==> src/rtl/detector_scheduler.sv <==
// detector_scheduler: round-robin owner of one shared serial sequence detector.
// Each grant clears the detector, streams FRAME_LEN bits from the owner into x,
// counts F over the response window, then reports {owner id, hit count}.
// Every output is a register loaded from next-state values, so the detector and
// the requesters only ever see glitch-free, edge-aligned signals.
module detector_scheduler #(
  parameter int NREQ      = 4,
  parameter int FRAME_LEN = 8,
  localparam int IDW      = $clog2(NREQ),
  localparam int CW       = $clog2(FRAME_LEN + 1)
) (
  input  logic            CLK,
  input  logic            RESET,
  input  logic [NREQ-1:0] req,
  input  logic [NREQ-1:0] bit_in,
  input  logic            F,
  output logic            x,
  output logic            det_clr,
  output logic [NREQ-1:0] grant,
  output logic            bit_ack,
  output logic            busy,
  output logic            done,
  output logic [IDW-1:0]  done_id,
  output logic [CW-1:0]   hit_cnt
);

  localparam int             BW       = $clog2(FRAME_LEN);
  localparam logic [BW-1:0]  LAST_BIT = BW'(FRAME_LEN - 1);
  localparam logic [CW-1:0]  HIT_MAX  = CW'(FRAME_LEN);
  localparam logic [IDW-1:0] LAST_ID  = IDW'(NREQ - 1);

  typedef enum logic [2:0] {
    S_IDLE,
    S_CLEAR,
    S_STREAM,
    S_FLUSH,
    S_DONE
  } state_e;

  state_e          state_q, state_d;
  logic [IDW-1:0]  rr_q, rr_d;
  logic [IDW-1:0]  owner_q, owner_d;
  logic [NREQ-1:0] grant_q, grant_d;
  logic [BW-1:0]   bit_cnt_q, bit_cnt_d;
  logic [CW-1:0]   hit_q, hit_d;
  logic            x_q, x_d;
  logic            det_clr_q, det_clr_d;
  logic            bit_ack_q, bit_ack_d;
  logic            busy_q, busy_d;
  logic            done_q, done_d;
  logic [IDW-1:0]  done_id_q, done_id_d;
  logic [CW-1:0]   hit_cnt_q, hit_cnt_d;

  logic [IDW-1:0]  win_idx;
  logic [CW-1:0]   hit_inc;

  // Saturating increment of the hit counter.
  assign hit_inc = (hit_q == HIT_MAX) ? hit_q : hit_q + 1'b1;

  // Rotating-priority pick: scan downward so the last hit is the first set bit at or above rr_q.
  always_comb begin
    win_idx = '0;
    for (int i = NREQ - 1; i >= 0; i--) begin
      if (req[(int'(rr_q) + i) % NREQ]) win_idx = IDW'((int'(rr_q) + i) % NREQ);
    end
  end

  // Next-state and next-output logic of the frame sequencer.
  always_comb begin
    // NOTE: every signal gets a default before the case so no path can leave one unassigned (no latches).
    state_d   = state_q;
    rr_d      = rr_q;
    owner_d   = owner_q;
    grant_d   = grant_q;
    bit_cnt_d = bit_cnt_q;
    hit_d     = hit_q;
    x_d       = 1'b0;
    det_clr_d = 1'b0;
    bit_ack_d = 1'b0;
    done_d    = 1'b0;
    done_id_d = '0;
    hit_cnt_d = '0;

    unique case (state_q)
      S_IDLE: begin
        if (req != '0) begin
          grant_d          = '0;
          grant_d[win_idx] = 1'b1;
          owner_d          = win_idx;
          det_clr_d        = 1'b1;
          state_d          = S_CLEAR;
        end
      end
      S_CLEAR: begin
        bit_cnt_d = '0;
        hit_d     = '0;
        x_d       = bit_in[owner_q];
        bit_ack_d = 1'b1;
        state_d   = S_STREAM;
      end
      S_STREAM: begin
        // F in the first streamed cycle still reflects the cleared detector.
        if (F && (bit_cnt_q != '0)) hit_d = hit_inc;
        if (bit_cnt_q == LAST_BIT) begin
          state_d = S_FLUSH;
        end else begin
          bit_cnt_d = bit_cnt_q + 1'b1;
          x_d       = bit_in[owner_q];
          bit_ack_d = 1'b1;
        end
      end
      S_FLUSH: begin
        // Detector response to the final bit arrives here.
        if (F) hit_d = hit_inc;
        done_d    = 1'b1;
        done_id_d = owner_q;
        hit_cnt_d = hit_d;
        grant_d   = '0;
        rr_d      = (owner_q == LAST_ID) ? '0 : owner_q + 1'b1;
        state_d   = S_DONE;
      end
      S_DONE: begin
        state_d = S_IDLE;
      end
      default: begin
        state_d = S_IDLE;
        grant_d = '0;
      end
    endcase

    busy_d = (state_d != S_IDLE);
  end

  // State, counters and registered outputs; reset aborts any frame in flight.
  always_ff @(posedge CLK or negedge RESET) begin
    if (!RESET) begin
      state_q   <= S_IDLE;
      rr_q      <= '0;
      owner_q   <= '0;
      grant_q   <= '0;
      bit_cnt_q <= '0;
      hit_q     <= '0;
      x_q       <= 1'b0;
      det_clr_q <= 1'b0;
      bit_ack_q <= 1'b0;
      busy_q    <= 1'b0;
      done_q    <= 1'b0;
      done_id_q <= '0;
      hit_cnt_q <= '0;
    end else begin
      // NOTE: non-blocking assignments make every register see pre-edge values of the others.
      state_q   <= state_d;
      rr_q      <= rr_d;
      owner_q   <= owner_d;
      grant_q   <= grant_d;
      bit_cnt_q <= bit_cnt_d;
      hit_q     <= hit_d;
      x_q       <= x_d;
      det_clr_q <= det_clr_d;
      bit_ack_q <= bit_ack_d;
      busy_q    <= busy_d;
      done_q    <= done_d;
      done_id_q <= done_id_d;
      hit_cnt_q <= hit_cnt_d;
    end
  end

  assign x       = x_q;
  assign det_clr = det_clr_q;
  assign grant   = grant_q;
  assign bit_ack = bit_ack_q;
  assign busy    = busy_q;
  assign done    = done_q;
  assign done_id = done_id_q;
  assign hit_cnt = hit_cnt_q;

endmodule

==> config.mk <==
export PLATFORM = sky130hd
export DESIGN_NAME = detector_scheduler
export DESIGN_NICKNAME = d
export VERILOG_FILES = /design/src/rtl/detector_scheduler.sv
export SDC_FILE = /design/constraint.sdc
export NUM_CORES = 1
export LEC_CHECK = 0
export CORE_ASPECT_RATIO = 1.25
export CORE_MARGIN = 5
export CORE_UTILIZATION = 45
export DETAILED_ROUTE_END_ITERATION = 8
export GPL_TIMING_DRIVEN = 0
export PLACE_DENSITY = 0.7
export RECOVER_POWER = 100
export SLEW_MARGIN = 20
export SYNTH_ARGS = -nofsm -noshare
export SYNTH_HDL_FRONTEND = slang
export SYNTH_SLANG_ARGS = --single-unit
==> constraint.sdc <==
create_clock -name CLK -period 2.3 [get_ports CLK]
set_input_delay 0.69 -clock CLK [delete_from_list [all_inputs] [get_ports CLK]]
set_output_delay 0.69 -clock CLK [all_outputs]
set_load 0.1 [all_outputs]
# --- Yosys cells after proc, flatten, opt, wreduce, memory -nomap -nowiden ---
# Index checks and enable logic that the tools add are counted.
# Widths: inputs -> output; s select.
op_classes:
  addsub: 6
  n_lt_le_gt_ge: 7
  n_eq_ne: 10
  n_mux: 40
  n_bitwise: 4
  reduce_logical: 16
op_table:
  columns: ["operator", "count"]
  rows:
  - ["$mux 4", 5]
  - ["$mux 1", 14]
  - ["$lt 3x4->1 const B", 3]
  - ["$mux 2", 6]
  - ["$pmux 3 s4", 1]
  - ["$pmux 4 s3", 1]
  - ["$bmux 1 s2", 5]
  - ["$lt 2x3->1 const B", 3]
  - ["$mux 3", 3]
  - ["$reduce_bool 3->1", 3]
  - ["$pmux 4 s2", 1]
  - ["$reduce_and 2->1", 4]
  - ["$eq 3x2->1 const B", 2]
  - ["$eq 3x3->1 const B", 2]
  - ["$ne 2x2->1 const B", 3]
  - ["$pmux 3 s2", 1]
  - ["$reduce_or 2->1", 3]
  - ["$add 2x1->2 const B", 2]
  - ["$add 2x2->2 const B", 2]
  - ["$add 4x1->4 const B", 1]
  - ["$eq 4x4->1 const B", 1]
  - ["$pmux 1 s2", 2]
  - ["$reduce_bool 4->1", 1]
  - ["$add 3x1->3 const B", 1]
  - ["10 further kinds", 13]
word_totals:
  ff_bits: 29
  inputBits: 11
  output_inout_bits: 15
  word_cells: 96

# --- Logic depth before layout (Yosys ltp) ---
depth:
  ltp_word: 16
  depth_mapped: 6
  depth_no_buf: 6

# --- Least setup slack after synthesis ---
# OpenSTA, ideal clock, no wires.
synth_path:
  kind: "input -> register"
  start: "input port req[1]"
  end: "register grant_q[1] (netlist: grant[1])"
  setup_ns: 0.123
  t_arrival_ns: 1.567
  required_time_ns: 2.177
  slack_ns: 0.610
  cell_stages: 4
  n_path_buf: 0
  path_cell_list: "nor4_4 > nand4bb_1 > and3b_1 > a22o_1"
synth_between:
  elab_chain_cells: 13
  elab_cells_between_ends: 25
  cone_classes: "order compare: 2; eq/ne: 1; mux: 19; reduce/logical: 3"
synth_lines:
  columns: ["item", "line", "rtl"]
  rows:
  - ["start: declaration", "14", "input logic [NREQ-1:0] req,"]
  - ["$bmux 1 s2", "64", "if (req[(int'(rr_q) + i) % NREQ]) win_idx = IDW'((int'(rr_q) + i) % NREQ);"]
  - ["$mux 1 (implied by the code) (2 in a row)", "64", null]
  - ["$mux 2 (4 in a row)", "64", null]
  - ["$lt 2x3->1 (implied by the code) / $ge 2x1->1 (equally long branches)", "88", "grant_d[win_idx] = 1'b1;"]
  - ["$logic_and 1x1->1 (implied by the code)", "88", null]
  - ["$mux 1 (implied by the code)", "88", null]
  - ["$demux 1 s2", "88", null]
  - ["$mux 4", "86", "if (req != '0) begin"]
  - ["$pmux 4 s2", "84", "unique case (state_q)"]
  - ["end signal: assignment", "155", "grant_q <= grant_d;"]
  - ["end: declaration", "43", "logic [NREQ-1:0] grant_q, grant_d;"]
# Parallel ways exist; a longest one is shown, timed or not. The select of a mux whose other input is x is not followed.
# A chain may end at the register's enable or synchronous reset.

# --- Final worst setup path ---
layout_path:
  start: "register grant_q[0] (netlist: grant[0])"
  end: "output port grant[0]"
layout_rtl:
  columns: ["item", "line", "rtl"]
  rows:
  - ["end: declaration", "19", "output logic [NREQ-1:0] grant,"]
# No word-level cell between the ends.

==> results.md <==
* Run status: finished, violations left
* Violated checks: capacitance limit, slew limit
* Area of the multi-input gates at 676 sq um
* IO Pins at 26
* Area used by sequential logic in the layout at 726 sq um
* Maximum fanout along the worst path at 2
* Total clock buffers created by CTS at 5
* Most common library cell in the layout ignoring fill and taps: dfrtp_1
* Average vias per placed instance at 5.56
* Number of max-slew violations in the final report at 30
* Final ANT Viol Nets at 0
* Category of the most critical setup path: flop to output pin
* Synth Cell Area at 0.00148 sq mm
* Mean routed wirelength per cell at 15.0 microns
* Maximum buffer depth of the clock tree at 2
* Post-CTS repair timing setup buffer count at 0
* Clock transition at the registers of the reported paths at 60 ps
* Initial DRC count at 39
* Crit-path leading delay family: buffers and inverters
* Yosys cell types at 41
* Count of nets after finishing at 189
* Max stage delay on crit path at 870 ps
* Hold Slack at 499 ps
* DRT Pass-1 Iters at 4
* Layout Utilization at 0.547
* PortBufs at 24
* CTS Hold Bufs at 0
* Net count after synthesis at 158
* Worst endpoint data arrival time at 1500 ps
* Die W at 61.3 microns
* Most frequent cells in the layout: dfrtp_1 (29), clkbuf_1 (18), inv_1 (11), nor2_1 (11)
* Area Overhead vs Synth at 17.9%
* Floorplan die area at 0.00455 sq mm
* Proportion of synthesized flip-flops having asynchronous set or reset at 1.00
* Critical path's slowest cell: clkbuf_1
* Routed via count at 1167
* Post-route clock period utilization at 0.950
* Endpoint type of the worst setup path: output pin
* Required time of the worst setup path at 1610 ps
* Max Clk Rate at 0.458 GHz
* Cell type with the largest total area after synthesis: dfrtp_1
* Vias in the first global route at 1231
* Slew at the pin closest to its max-slew limit at 1540 ps
* Post-layout minimum cycle time at 2190 ps
* Buffers plus inverters on the worst setup path at 1
* Syn. warnings at 0
* Share of synthesized area occupied by flip-flops and latches at 0.490
* Post-detailed-placement half-perimeter wirelength at 2350 microns
* Share of layout cells above drive strength 1 at 0.0983
* Number of instances in the synthesized netlist at 141
* Dominant synthesized flop cell: dfrtp_1
* Die height at 74.2 microns
* Lkg Pwr at 0.807 nW
* Total of max-cap violations at 1
* Antenna diodes at 0
* Path class of the lowest-slack min-delay path: flop to flop
* Total instance count after detailed placement at 202
* Setup violation total in the final timing report at 0
* CP startpoint kind: flop
* Total Routing Usage GR at 0.161
* Root Driver: clkbuf_8
* Power per standard cell area at 1530 mW/mm^2
* Insertion delay of the later-clocked pin in the worst-skew pair at 280 ps
* Relative slew margins at -0.0265
* Global placer's final weighted congestion at 0.813
* Post-CTS sizing at 15
* Initial core utilization at 0.464
* Largest net degree at the start of global routing at 30
* Total power of the final layout at 2.67 mW
* Final routed wirelength across all metal layers at 3150 microns
* Ordered cell list for the critical path: clkbuf_1
* Setup TNS after final layout at 0 ps
* Fillers at 308
* #FFs+latches synth at 29
* Top area cells in the synthesized netlist: dfrtp_1 (49%), ha_1 (5.1%), a22o_1 (4.7%)
* Area of the core at 0.00319 sq mm
* H-tree Lvls at 2
* Fraction of synthesized cell area taken by the top area cell type at 0.490
* Final routed DRC violation total at 0
* Antenna violations before repair at 0
* Std cell rows at 23
* Number of non-filler instances in the completed layout at 210
* Overall overflow remaining after global route at 0
* Wire length of the first global-routing pass at 5430 microns
* Avg Inst Size Synth at 10.5 sq um
* EDFF count, synth at 0
* Hold Fails Final Rpt at 0
* Skew final at 6.06 ps
* Peak supply drop at 1.00 mV
* Setup repair after global routing missed its margin: false
* TritonCTS clock tree: done
* Number of clock sinks at 29
-- cells by family after synthesis --
group	share of synthesized area
compound gates	0.167
mux	0.0363
buf+inv	0.0515
flops	0.490
fa+ha+maj	0.0507
simple gates	0.187
xor+xnor	0.0177
-- path summary, 6_finish.rpt --
kind | start | to | slack [ps] | depth (start not counted)
worst max-delay path | grant[0] | grant[0] | 110 | 1
worst min-delay path | grant[1] | grant[1] | 500 | 1
worst max register to register | state_q[1] | grant[3] | 670 | 4
worst min register to register | grant[1] | grant[1] | 500 | 1
max in group asynchronous | RESET | bit_cnt_q[1] | 620 | 1
min in group asynchronous | RESET | bit_cnt_q[2] | 780 | 1
-- state kept, by name (all words and copies together), names as in the netlist --
name	flops
bit_ack	1
done	1
hit_q	4
owner_q	2
rr_q	2
bit_cnt_q	3
det_clr	1
state_q	3
x	1
done_id	2
hit_cnt	4
grant	4
busy	1
-- power breakdown --
part | switching (mW) | internal (mW) | total, mW
clock network | 0.198 | 0.208 | 0.406
registers | 0.130 | 0.678 | 0.808
logic | 1.05 | 0.400 | 1.45
total | 1.38 | 1.29 | 2.67
-- cell usage after synthesis (3+ instances only) --
master,count
a21oi_1,4
nor2b_1,4
inv_1,11
o21ai_0,9
nor2_1,11
nand3_1,4
ha_1,6
a22o_1,8
o31ai_1,3
dfrtp_1,29
nand2_1,9
-- final cells by class --
type	instances	area share
sequential	29	0.415
multi-input combinational	96	0.387
timing repair buffer	24	0.0802
clock buffer	5	0.0394
tap	37	0.0265
inverter	11	0.0236
buffer	5	0.0179
clock inverter	3	0.0100
-- metrics by stage --
step                      setup slack [ps]  cell area, sq um
after CTS                             95.9              1830
after detailed placement             -61.9              1760
after global routing                  49.4              1750
final                                  115              1750
after floorplan                        610              1480
after global placement               -41.8              1770
-- metal layers --
metal	GRT usage	part of all wire
met5	0	0
met4	0.0699	0.0064
met3	0.0486	0.051
met2	0.267	0.52
met1	0.191	0.42
No activity file was read; power rests on OpenSTA's default activity.
